--- config.mk ---
export PLATFORM = sky130hd
export DESIGN_NAME = mac2fifo_pack_flat
export DESIGN_NICKNAME = d
export VERILOG_FILES = /design/src/rtl/mac2fifo_pack_if.sv /design/src/rtl/mac2fifo_pack.sv /design/src/flat_wrapper.sv
export SDC_FILE = /design/constraint.sdc
export NUM_CORES = 1
export LEC_CHECK = 0
export ABC_CLOCK_PERIOD_IN_PS = 6100
export CORE_UTILIZATION = 55
export CTS_CLUSTER_DIAMETER = 40
export CTS_CLUSTER_SIZE = 14
export DETAILED_ROUTE_END_ITERATION = 6
export PLACE_DENSITY = 0.81
export SYNTH_ARGS = -nofsm -noshare
export SYNTH_HDL_FRONTEND = slang
export SYNTH_SLANG_ARGS = --single-unit
--- constraint.sdc ---
create_clock -name clk -period 6.1 [get_ports clk]
set_clock_uncertainty 0.15 [all_clocks]
set_input_delay 1.22 -clock clk [delete_from_list [all_inputs] [get_ports clk]]
set_output_delay 1.22 -clock clk [all_outputs]
set_load 0.005 [all_outputs]
--- src/rtl/mac2fifo_pack_if.sv ---
// mac2fifo_pack_if: bundles the controller handshake, the MAC RX buffer read
// port and the FIFO write port used by mac2fifo_pack.
//   fs/fd/err   : start level in, done / length-error levels out
//   udp_rxd     : buffer read data (valid one clk after udp_rx_addr)
//   udp_rx_addr : buffer read address
//   udp_rx_len  : UDP length including header
//   fifo_txd    : packed payload word, fifo_txen: one-cycle write strobe
//   fifo_full   : FIFO cannot accept a write this cycle
//   dev_rx_len  : latched payload length
// master = the packer, slave = controller/buffer/FIFO side.
interface mac2fifo_pack_if #(
  parameter int ADDR_W    = 11,
  parameter int OUT_BYTES = 4
);
  logic                   fs;
  logic                   fd;
  logic                   err;
  logic [7:0]             udp_rxd;
  logic [ADDR_W-1:0]      udp_rx_addr;
  logic [15:0]            udp_rx_len;
  logic [8*OUT_BYTES-1:0] fifo_txd;
  logic                   fifo_txen;
  logic                   fifo_full;
  logic [15:0]            dev_rx_len;

  modport master (
    input  fs, udp_rxd, udp_rx_len, fifo_full,
    output fd, err, udp_rx_addr, fifo_txd, fifo_txen, dev_rx_len
  );

  modport slave (
    output fs, udp_rxd, udp_rx_len, fifo_full,
    input  fd, err, udp_rx_addr, fifo_txd, fifo_txen, dev_rx_len
  );
endinterface

--- src/rtl/mac2fifo_pack.sv ---
// mac2fifo_pack: reads a UDP payload out of the MAC RX buffer one byte per
// clk, packs bytes first-byte-in-MSB into OUT_BYTES-wide words and writes
// them to a FIFO, honouring fifo_full backpressure.
// Ports:
//   clk : clock, rising edge
//   rst : asynchronous, active-high reset
//   bus : mac2fifo_pack_if.master (see interface for signal list); its
//         ADDR_W/OUT_BYTES must match this module's parameters.
module mac2fifo_pack #(
  parameter int ADDR_W    = 11,
  parameter int OUT_BYTES = 4,
  parameter int HDR_LEN   = 8,
  parameter int MAX_LEN   = 1472
) (
  input  logic            clk,
  input  logic            rst,
  mac2fifo_pack_if.master bus
);

  localparam int W  = 8 * OUT_BYTES;
  localparam int CW = (OUT_BYTES > 1) ? $clog2(OUT_BYTES) : 1;

  typedef enum logic [2:0] {IDLE, CHECK, READ, DONE, ERR} state_t;
  state_t state, state_nxt;

  logic [15:0]   len_q;
  logic [15:0]   rd_idx;     // next buffer address to issue
  logic          issue_done; // all L addresses issued
  logic          rd_vld;     // udp_rxd carries a requested byte this cycle
  logic          rd_last;    // ... and it is byte L-1
  logic [W-1:0]  acc;        // partial word, unfilled bytes kept at zero
  logic [CW-1:0] cnt;        // bytes already in acc
  logic [W-1:0]  out_word;   // complete word waiting for the FIFO
  logic          out_vld;
  logic          out_last;
  logic [7:0]    skid;       // completing byte that arrived while out_word blocked
  logic          skid_vld;
  logic          skid_last;

  logic [15:0] len_calc;
  logic        len_bad;
  logic        in_read, stall, issue, accept, word_done;

  assign len_calc = bus.udp_rx_len - 16'(HDR_LEN);
  assign len_bad  = (bus.udp_rx_len <= 16'(HDR_LEN)) || (len_calc > 16'(MAX_LEN));

  assign in_read   = (state == READ);
  // Address issue stops only once a full word is stuck behind fifo_full;
  // the single byte already in flight then lands in acc or the skid.
  assign stall     = out_vld && bus.fifo_full;
  assign issue     = in_read && bus.fs && !issue_done && !stall;
  // fs gating makes an abort take effect in the same cycle fs drops.
  assign accept    = in_read && bus.fs && out_vld && !bus.fifo_full;
  assign word_done = (cnt == CW'(OUT_BYTES - 1)) || rd_last;

  function automatic logic [W-1:0] put_byte(input logic [W-1:0] w,
                                            input logic [CW-1:0] c,
                                            input logic [7:0] b);
    logic [W-1:0] r;
    r = w;
    r[W - 8 - 8*int'(c) +: 8] = b;
    return r;
  endfunction

  always_ff @(posedge clk or posedge rst) begin
    if (rst) state <= IDLE;
    else     state <= state_nxt;
  end

  always_comb begin
    state_nxt = state;
    case (state)
      IDLE:  if (bus.fs) state_nxt = CHECK;
      CHECK: begin
        if (!bus.fs)     state_nxt = IDLE;
        else if (len_bad) state_nxt = ERR;
        else             state_nxt = READ;
      end
      READ: begin
        if (!bus.fs)                 state_nxt = IDLE;
        else if (accept && out_last) state_nxt = DONE;
      end
      DONE:    if (!bus.fs) state_nxt = IDLE;
      ERR:     if (!bus.fs) state_nxt = IDLE;
      default: state_nxt = IDLE;
    endcase
  end

  always_ff @(posedge clk or posedge rst) begin
    if (rst)                 len_q <= '0;
    else if (state == CHECK) len_q <= len_calc;
  end

  always_ff @(posedge clk or posedge rst) begin
    if (rst) begin
      rd_idx     <= '0;
      issue_done <= 1'b0;
      rd_vld     <= 1'b0;
      rd_last    <= 1'b0;
      acc        <= '0;
      cnt        <= '0;
      out_word   <= '0;
      out_vld    <= 1'b0;
      out_last   <= 1'b0;
      skid       <= '0;
      skid_vld   <= 1'b0;
      skid_last  <= 1'b0;
    end else if (!in_read) begin
      // Everything outside READ starts the next transfer from a clean slate
      // and discards whatever an abort left behind.
      rd_idx     <= '0;
      issue_done <= 1'b0;
      rd_vld     <= 1'b0;
      rd_last    <= 1'b0;
      acc        <= '0;
      cnt        <= '0;
      out_word   <= '0;
      out_vld    <= 1'b0;
      out_last   <= 1'b0;
      skid       <= '0;
      skid_vld   <= 1'b0;
      skid_last  <= 1'b0;
    end else begin
      if (issue) begin
        // Address holds at L-1 once the last byte has been requested.
        if (rd_idx == len_q - 16'd1) issue_done <= 1'b1;
        else                         rd_idx     <= rd_idx + 16'd1;
      end
      rd_vld  <= issue;
      rd_last <= issue && (rd_idx == len_q - 16'd1);

      if (accept) out_vld <= 1'b0;

      // A skid byte only exists while address issue is frozen, so it can
      // never coincide with a fresh arrival.
      if (skid_vld) begin
        if (accept) begin
          out_word <= put_byte(acc, cnt, skid);
          out_last <= skid_last;
          out_vld  <= 1'b1;
          acc      <= '0;
          cnt      <= '0;
          skid_vld <= 1'b0;
        end
      end else if (rd_vld) begin
        if (!word_done) begin
          acc <= put_byte(acc, cnt, bus.udp_rxd);
          cnt <= cnt + CW'(1);
        end else if (!out_vld || accept) begin
          out_word <= put_byte(acc, cnt, bus.udp_rxd);
          out_last <= rd_last;
          out_vld  <= 1'b1;
          acc      <= '0;
          cnt      <= '0;
        end else begin
          skid      <= bus.udp_rxd;
          skid_vld  <= 1'b1;
          skid_last <= rd_last;
        end
      end
    end
  end

  assign bus.udp_rx_addr = in_read ? rd_idx[ADDR_W-1:0] : '0;
  assign bus.fifo_txen   = accept;
  assign bus.fifo_txd    = out_word;
  assign bus.fd          = (state == DONE);
  assign bus.err         = (state == ERR);
  assign bus.dev_rx_len  = len_q;

endmodule

--- src/flat_wrapper.sv ---
// flat-port wrapper written by rule: the top's interface ports become plain ports
module mac2fifo_pack_flat 
#(
  parameter int ADDR_W    = 11,
  parameter int OUT_BYTES = 4,
  parameter int HDR_LEN   = 8,
  parameter int MAX_LEN   = 1472
)
  (clk, rst, bus_fs, bus_udp_rxd, bus_udp_rx_len, bus_fifo_full, bus_fd, bus_err, bus_udp_rx_addr, bus_fifo_txd, bus_fifo_txen, bus_dev_rx_len);
  mac2fifo_pack_if #(.ADDR_W(ADDR_W), .OUT_BYTES(OUT_BYTES)) bus_i ();
  input  logic clk;
  input  logic rst;
  input wire logic [$bits(bus_i.fs)-1:0] bus_fs;
  input wire logic [$bits(bus_i.udp_rxd)-1:0] bus_udp_rxd;
  input wire logic [$bits(bus_i.udp_rx_len)-1:0] bus_udp_rx_len;
  input wire logic [$bits(bus_i.fifo_full)-1:0] bus_fifo_full;
  output wire logic [$bits(bus_i.fd)-1:0] bus_fd;
  output wire logic [$bits(bus_i.err)-1:0] bus_err;
  output wire logic [$bits(bus_i.udp_rx_addr)-1:0] bus_udp_rx_addr;
  output wire logic [$bits(bus_i.fifo_txd)-1:0] bus_fifo_txd;
  output wire logic [$bits(bus_i.fifo_txen)-1:0] bus_fifo_txen;
  output wire logic [$bits(bus_i.dev_rx_len)-1:0] bus_dev_rx_len;
  assign bus_i.fs = bus_fs;
  assign bus_i.udp_rxd = bus_udp_rxd;
  assign bus_i.udp_rx_len = bus_udp_rx_len;
  assign bus_i.fifo_full = bus_fifo_full;
  assign bus_fd = bus_i.fd;
  assign bus_err = bus_i.err;
  assign bus_udp_rx_addr = bus_i.udp_rx_addr;
  assign bus_fifo_txd = bus_i.fifo_txd;
  assign bus_fifo_txen = bus_i.fifo_txen;
  assign bus_dev_rx_len = bus_i.dev_rx_len;
  mac2fifo_pack #(.ADDR_W(ADDR_W), .OUT_BYTES(OUT_BYTES), .HDR_LEN(HDR_LEN), .MAX_LEN(MAX_LEN)) u_core (.clk(clk), .rst(rst), .bus(bus_i));
endmodule
==> run summary, run 1 <==
## Placement
• 10,800 um — Detail Placement HPWL
• 0.896 — routability congestion estimate from global placement
• 1.40 ns — pre-CTS setup slack
• 89 — port bufs

## Synthesis
• dfrtp_1 — top-count cell post-synth
• 676 — Synth Net Count
• 0 — number of synthesized flops with an enable pin
• dfrtp_1, nand2_1, a21oi_1 — top cells by instance count after synthesis
• 9.70 um^2 — synthesized area divided by synthesized cell count
• 0 — count of yosys warnings during synthesis
• dfrtp_1 — Yosys top cell by area
• 62 — number of distinct standard cells referenced by the synthesized netlist
• 100% — Async S/R FF share, synth
• 46.8% — share of synthesized area occupied by flip-flops and latches
• 639 — Post-Synthesis Cells
• 116 — total of flip-flops plus latches after synthesis
• 46.8% — area share of the leading cell type in the synthesized netlist
• dfrtp_1 — Synth Flop Type
• dfrtp_1, o31ai_1, a22o_1, nand2_1, a21oi_1 — largest cells by area after synthesis
• 6200 um^2 — netlist area before placement

## Hold path
• u_core.bus.fifo_txd[22]$_DFFE_PP0P_ — worst min-delay path startpoint
• u_core.bus.fifo_txd[22]$_DFFE_PP0P_ — destination of the worst hold path
• 2 — number of cells on the worst hold path
• flip-flop to flip-flop — path type of the worst min-delay path

## CTS
• built — CTS tree
• 0.52 ns — clock insertion delay at the later pin of the skew report
• 116 — clock sinks
• 4 — CTS H-Tree Depth
• 0 — number of post-CTS setup repair buffers
• 17 — number of buffers created by CTS
• 0 — Post-CTS Hold Buffers
• 0 — cells resized by post-CTS repair
• 2 — buffer levels on the longest clock path
• 0.06 ns — clock-pin slew on the worst setup and hold paths
• clkbuf_8 — cell at the root of the clock tree

## Layout
• 10.2% — share of post-route cells with drive strength above 1
• 0 — ANT cells
• 802 — fillers
• 24.9% — Area Overhead vs Synth
• 751 — layout net count

## STA
• no — unrepaired setup endpoints after global routing
• 4.23 ns — Final Critical Period
• 1.23 ns — Worst Tran Pin Value
• 1.87 ns — Final WS setup
• 236 MHz — max frequency
• 69.4% — ratio of final minimum period to clock period
• 0.325 ns — WHS
• 17.5% — worst slew margin relative to its limit
• 0 ns — Total Negative Setup Slacks
• 0 — final setup violating endpoints
• 0 — Hold Fails Final Rpt
• 0 — count of pins over their slew limit

## Worst setup path
• nor4_1 — Critical-path top delay cell
• primary input — Critical Path Start Type
• primary input to flip-flop — worst setup path category
• flip-flop — nature of the critical path endpoint
• u_core.bus.dev_rx_len[0]$_DFFE_PP0N_ — source of the worst register-to-register timing path
• 7 — reg2reg path depth
• 2.55 ns — Reg2Reg Setup Slack
• 6.36 ns — CP Data Required Time
• u_core.rd_idx[10]$_DFFE_PP0P_ — Worst R2R End
• clkdlybuf4s50_1 -> nor4_1 -> nand2_1 -> or3_1 -> xnor2_1 -> a2111oi_0 -> nor2_1 -> o21a_1 — Critical Path, Cell by Cell
• 4.49 ns — arrival time at the worst endpoint
• 1.06 ns — biggest cell delay along the critical path
• 9 — critical-path maximum fanout

## Run
• 0 — count of maximum capacitance violations

## Pwr
• 39.7% — Flop pwr share
• 567 uW — net switching component of the power
• 3.28 nW — leakage dissipation
• 1.65 mW — Internal Pwr Total
• 149 uV — VDD IR-drop max
• 25.6% — switch share
• 286 nW/um^2 — power density normalized to cell area
• 13.8% — combinational fraction of design power
• 46.5% — proportion of power drawn by the clock network

## Routing
• 0 — DRC errors left
• 18.7 um — routed wirelength normalized by instance count
• 6.12 — post-DR vias/cell
• 0 — final antenna-violating net count
• 5 — 1st-pass router iterations
• 16,200 um — Total Wirelength
• 5,301 — via count
• 465 — count of routing violations after the opening detailed-route iteration

## GRT
• met2 — global routing's busiest layer
• 5,118 — vias in the first global route
• 6.39% — GR Layer Usage met3
• 26,300 um — global-route wire length before repair
• 45.5% — global routing usage on met2
• 76 — pin count of the biggest net entering global routing
• 0 — residual overflow from global routing
• 29.6% — GRT Util Overall
• 0 — antenna violations before repair
• 41.4% — GR Layer Usage met1

## Floorplanning
• 108 um — die height
• 10,900 um^2 — core outline area
• 90 — Boundary Pins
• 108 um — die boundary width
• 56.9% — Starting Density
• 11,700 um^2 — Die Area
• 38 — floorplan row count

## Outcome
• completed — outcome

flip-flops by register name, indices dropped and copies added (netlist names):
signal,flops
u_core.acc,32
u_core.bus.fifo_txd,32
u_core.bus.dev_rx_len,16
u_core.rd_idx,16
u_core.skid,8
u_core.state,3
u_core.cnt,2
u_core.issue_done,1
u_core.out_last,1
u_core.out_vld,1
u_core.rd_last,1
u_core.rd_vld,1
u_core.skid_last,1
u_core.skid_vld,1
stage by stage:
stage	util, %	std cells	total power [mW]	area, um^2
CTS	71.1	866	2.21	7740
global route	71.1	866	2.29	7740
detailed placement	65.5	835	1.19	7140
floorplan	-	639	1.04	6200
global placement	65.5	835	1.18	7140
finish	71.1	866	2.21	7740
layout make-up:
type                            count  area [um^2]  share of cell area, %
Multi-Input combinational cell    475         3100                   40.0
Sequential cell                   116         2900                   37.5
Clock buffer                       22          453                   5.85
Clock inverter                      9          153                   1.97
Tap cell                          140          175                   2.26
Inverter                           12         47.5                  0.614
Timing Repair Buffer               92          913                   11.8
worst max-delay path: cells and delay by family:
kind | cells | cell delay (ns)
compound gates | 2 | 0.82
simple gates | 4 | 1.76
xor+xnor | 1 | 0.15
buf+inv | 1 | 0.53
power groups by stage:
stage                     logic, mW  registers (mW)  clock network, mW
after floorplan               0.172           0.865                  0
after global placement        0.293           0.886                  0
after detailed placement      0.302           0.888                  0
after CTS                     0.307           0.875               1.03
after global routing          0.334           0.882               1.07
final                         0.306           0.878               1.03
cells by family after synthesis:
group / after synthesis / share of synthesized area (%)
XOR/XNOR: 29 / 4.10
buffers and inverters: 48 / 3.49
flip-flops: 116 / 46.8
multiplexers: 13 / 2.44
adder cells (fa/ha/maj): 9 / 1.82
AO/OA/AOI/OAI: 173 / 18.9
AND/OR/NAND/NOR: 251 / 22.4
placed cells by master, fill, tap and decap left out, types with 8 or more instances in the layout:
master,n
nand3_1,16
nor3_1,15
xor2_1,16
nor2b_1,36
ha_1,9
o31ai_1,41
or3_1,8
dfrtp_1,116
a22o_1,32
xnor2_1,13
a21oi_1,46
nand2b_1,9
clkbuf_16,16
mux2_2,9
clkdlybuf4s50_1,89
and2_1,22
o21ai_0,24
inv_1,11
nor2_1,17
nand2_1,74
how the worst max path moves through the flow:
| stage | from | endpoint | depth (start not counted) |
|---|---|---|---|
| global route | bus_udp_rx_len[7] | u_core.state[2]$_DFFE_PP0P_ | 8 |
| finish | bus_udp_rx_len[7] | u_core.state[2]$_DFFE_PP0P_ | 8 |
| detailed placement | bus_udp_rx_len[7] | u_core.state[2]$_DFFE_PP0P_ | 8 |
| global placement | bus_udp_rx_len[7] | u_core.state[2]$_DFFE_PP0P_ | 8 |
| floorplan | rst | u_core.acc[0]$_DFFE_PP0P_ | 1 |
| CTS | bus_udp_rx_len[7] | u_core.state[2]$_DFFE_PP0P_ | 8 |
metal layers:
| metal | wire, um | vias to the layer above |
|---|---|---|
| met5 | 0 | - |
| met4 | 221 | 0 |
| met3 | 982 | 24 |
| met2 | 7750 | 182 |
| met1 | 7210 | 2628 |
| li1 | - | 2467 |
Power figures use the tool's default switching activity.
==> inputs of run 2 (changes only) <==
--- a/config.mk
+++ b/config.mk
@@ -5,12 +5,12 @@
 export SDC_FILE = /design/constraint.sdc
 export NUM_CORES = 1
 export LEC_CHECK = 0
-export ABC_CLOCK_PERIOD_IN_PS = 6100
-export CORE_UTILIZATION = 55
+export ABC_CLOCK_PERIOD_IN_PS = 3700
+export CORE_UTILIZATION = 50
 export CTS_CLUSTER_DIAMETER = 40
 export CTS_CLUSTER_SIZE = 14
 export DETAILED_ROUTE_END_ITERATION = 6
-export PLACE_DENSITY = 0.81
+export PLACE_DENSITY = 0.77
 export SYNTH_ARGS = -nofsm -noshare
 export SYNTH_HDL_FRONTEND = slang
 export SYNTH_SLANG_ARGS = --single-unit
==> constraint.sdc (replaced) <==
create_clock -name clk -period 3.7 [get_ports clk]
set_clock_uncertainty 0.15 [all_clocks]
set_input_delay 0.74 -clock clk [delete_from_list [all_inputs] [get_ports clk]]
set_output_delay 0.74 -clock clk [all_outputs]
set_load 0.005 [all_outputs]
==> run 2 against run 1 <==
Sequential share of layout area down 0.59 points. Cell count up 4.5%. Global-route usage down 3.9 points. Largest power group unchanged. Largest cell class unchanged. Highest routed layer unchanged. Core utilization down 5.9 points.
==> run summary, run 2 (synthesis results as in run 1) <==
## Worst setup path
• u_core.rd_idx[4]$_DFFE_PP0P_ — Worst R2R End
• 3.62 ns — arrival time at the worst endpoint, -0.87 ns
• flip-flop to flip-flop — worst setup path category
• flip-flop — nature of the critical path endpoint
• 3.88 ns — CP Data Required Time, -2.48 ns
• 0.26 ns — Reg2Reg Setup Slack, -2.29 ns
• flip-flop — Critical Path Start Type
• 16 — critical-path maximum fanout, +7
• u_core.bus.dev_rx_len[0]$_DFFE_PP0N_ — source of the worst register-to-register timing path
• 10 — reg2reg path depth, +3

## STA
• 29.5% — worst slew margin relative to its limit, +12 points
• 3.44 ns — Final Critical Period
• 0.323 ns — WHS, -0.00168 ns
• 0 — Hold Fails Final Rpt, unchanged
• 1.06 ns — Worst Tran Pin Value, -0.171 ns
• 290 MHz — max frequency
• 93.1% — ratio of final minimum period to clock period
• 0 — final setup violating endpoints, unchanged
• 0 — count of pins over their slew limit, unchanged
• 0.257 ns — Final WS setup, -1.61 ns
• 0 ns — Total Negative Setup Slacks, unchanged
• no — unrepaired setup endpoints after global routing

## CTS
• 17 — number of buffers created by CTS, unchanged
• 116 — clock sinks, unchanged
• built — CTS tree
• 0.05 ns — clock-pin slew on the worst setup and hold paths, about the same
• clkbuf_16 — cell at the root of the clock tree
• 4 — CTS H-Tree Depth, unchanged
• 0 — number of post-CTS setup repair buffers, unchanged
• 0.41 ns — clock insertion delay at the later pin of the skew report, -0.11 ns
• 2 — buffer levels on the longest clock path, unchanged
• 0 — Post-CTS Hold Buffers, unchanged
• 0 — cells resized by post-CTS repair, unchanged

## Layout
• dfrtp_1, clkdlybuf4s50_1, nand2_1 — commonest cells after routing, fill and taps aside
• 0 — ANT cells, unchanged
• 3100 um^2 — area used by multi-input combinational logic, +0.16%
• 761 — layout net count, +1.3%
• 26.9% — Area Overhead vs Synth
• 11.8% — share of post-route cells with drive strength above 1, +1.6 points
• 2900 um^2 — area taken by flip-flops and latches, unchanged
• 958 — fillers, +19%
• dfrtp_1 — most common library cell in the layout ignoring fill and taps

## Floorplanning
• 51.4% — Starting Density, -5.5 points
• 113 um — die boundary width, +4.8%
• 40 — floorplan row count, +5.3%
• 90 — Boundary Pins, unchanged
• 12,800 um^2 — Die Area, +9.8%
• 113 um — die height, +4.8%
• 12,100 um^2 — core outline area, +11%

## Outcome
• completed — outcome

## Placement
• 10,800 um — Detail Placement HPWL, -0.47%
• 89 — port bufs, unchanged
• 0.112 ns — pre-CTS setup slack, -1.29 ns
• 0.861 — routability congestion estimate from global placement, -3.9%

## GRT
• 5,022 — vias in the first global route, -1.9%
• 25,700 um — global-route wire length before repair, -2.2%
• 90 — pin count of the biggest net entering global routing, +18%
• 0 — residual overflow from global routing, unchanged
• 25.7% — GRT Util Overall, -3.9 points
• 0 — antenna violations before repair, unchanged

## Routing
• 0 — final antenna-violating net count, unchanged
• 15,800 um — Total Wirelength, -2.5%
• 17.4 um — routed wirelength normalized by instance count, -6.7%
• 430 — count of routing violations after the opening detailed-route iteration, -7.5%
• 0 — DRC errors left, unchanged
• 5,318 — via count, +0.32%
• 5.88 — post-DR vias/cell, -4.0%
• 5 — 1st-pass router iterations, unchanged

## Pwr
• 3.64 mW — Power Total, +64%
• 274 uV — VDD IR-drop max, +84%
• 3.32 nW — leakage dissipation, +1.2%
• 462 nW/um^2 — power density normalized to cell area, +62%

## Hold path
• u_core.bus.fifo_txd[27]$_DFFE_PP0P_ — worst min-delay path startpoint
• flip-flop to flip-flop — path type of the worst min-delay path
• u_core.bus.fifo_txd[27]$_DFFE_PP0P_ — destination of the worst hold path
• 2 — number of cells on the worst hold path, unchanged

## Run
• 0 — count of maximum capacitance violations, unchanged

## run 2: cell types whose count changed in the layout (fill, tap and decap cells not counted), sizes merged
cell,change
clkinv,-1
inv,+1
clkinvlp,+4
buf,+10
bufinv,-1
clkbuf,-2
## run 2: worst max path at each step
stage                                    startpoint                      endpoint  slack (ns)  depth (start not counted)
6_report       u_core.bus.dev_rx_len[0]$_DFFE_PP0N_  u_core.rd_idx[4]$_DFFE_PP0P_        0.26                         10
5_1_grt        u_core.bus.dev_rx_len[0]$_DFFE_PP0N_  u_core.rd_idx[7]$_DFFE_PP0P_        0.13                          8
4_1_cts        u_core.bus.dev_rx_len[0]$_DFFE_PP0N_  u_core.rd_idx[4]$_DFFE_PP0P_        0.20                         10
3_5_place_dp                      bus_udp_rx_len[3]   u_core.state[2]$_DFFE_PP0P_        0.11                         10
3_3_place_gp                      bus_udp_rx_len[3]   u_core.state[2]$_DFFE_PP0P_        0.29                         10
2_1_floorplan                     bus_udp_rx_len[7]   u_core.state[2]$_DFFE_PP0P_        0.50                          8
## run 2: critical path, stage by stage, from the launching register on
cell and delay (ns):
dfrtp_1 0.44, inv_1 0.11, ha_1 0.25, or4b_2 0.63, nor4_1 0.26, xnor2_1 0.18
a221oi_2 0.05, o2111a_2 0.24, buf_4 0.23, or4_2 0.66, a21oi_1 0.16
## run 2: stage by stage
stage                     area (um^2)  cells  utilization [%]
final                            7870    905             65.2
after CTS                        7860    905             65.2
after global routing             7870    905             65.2
after floorplan                  6200    639                -
after detailed placement         7260    873             60.2
after global placement           7260    873             60.2
## run 2: final cells by class
cell class / instances / share of cell area [%]
Multi-Input combinational cell: 475 / 39.4
Sequential cell: 116 / 36.9
Timing Repair Buffer: 102 / 12.7
Clock buffer: 20 / 5.68
Tap cell: 168 / 2.67
Clock inverter: 12 / 1.96
Inverter: 12 / 0.620
## run 2: per-layer routing
metal  wire length, um  track usage (%)  part of all wire, %  up-vias
met5                 0                0                    0        -
met4               264             9.56                  1.7        0
met3              1020             5.36                  6.5       33
li1                  -                -                    -     2488
met2              7360             39.3                   47      212
met1              7110             36.1                   45     2585
## run 2: report_power, final
group	leakage [nW]	switching [mW]	internal, mW	total, mW
registers	1.59	0.0949	1.33	1.42
logic	1.44	0.265	0.280	0.545
clock network	0.287	0.594	1.08	1.67
total	3.32	0.954	2.68	3.64
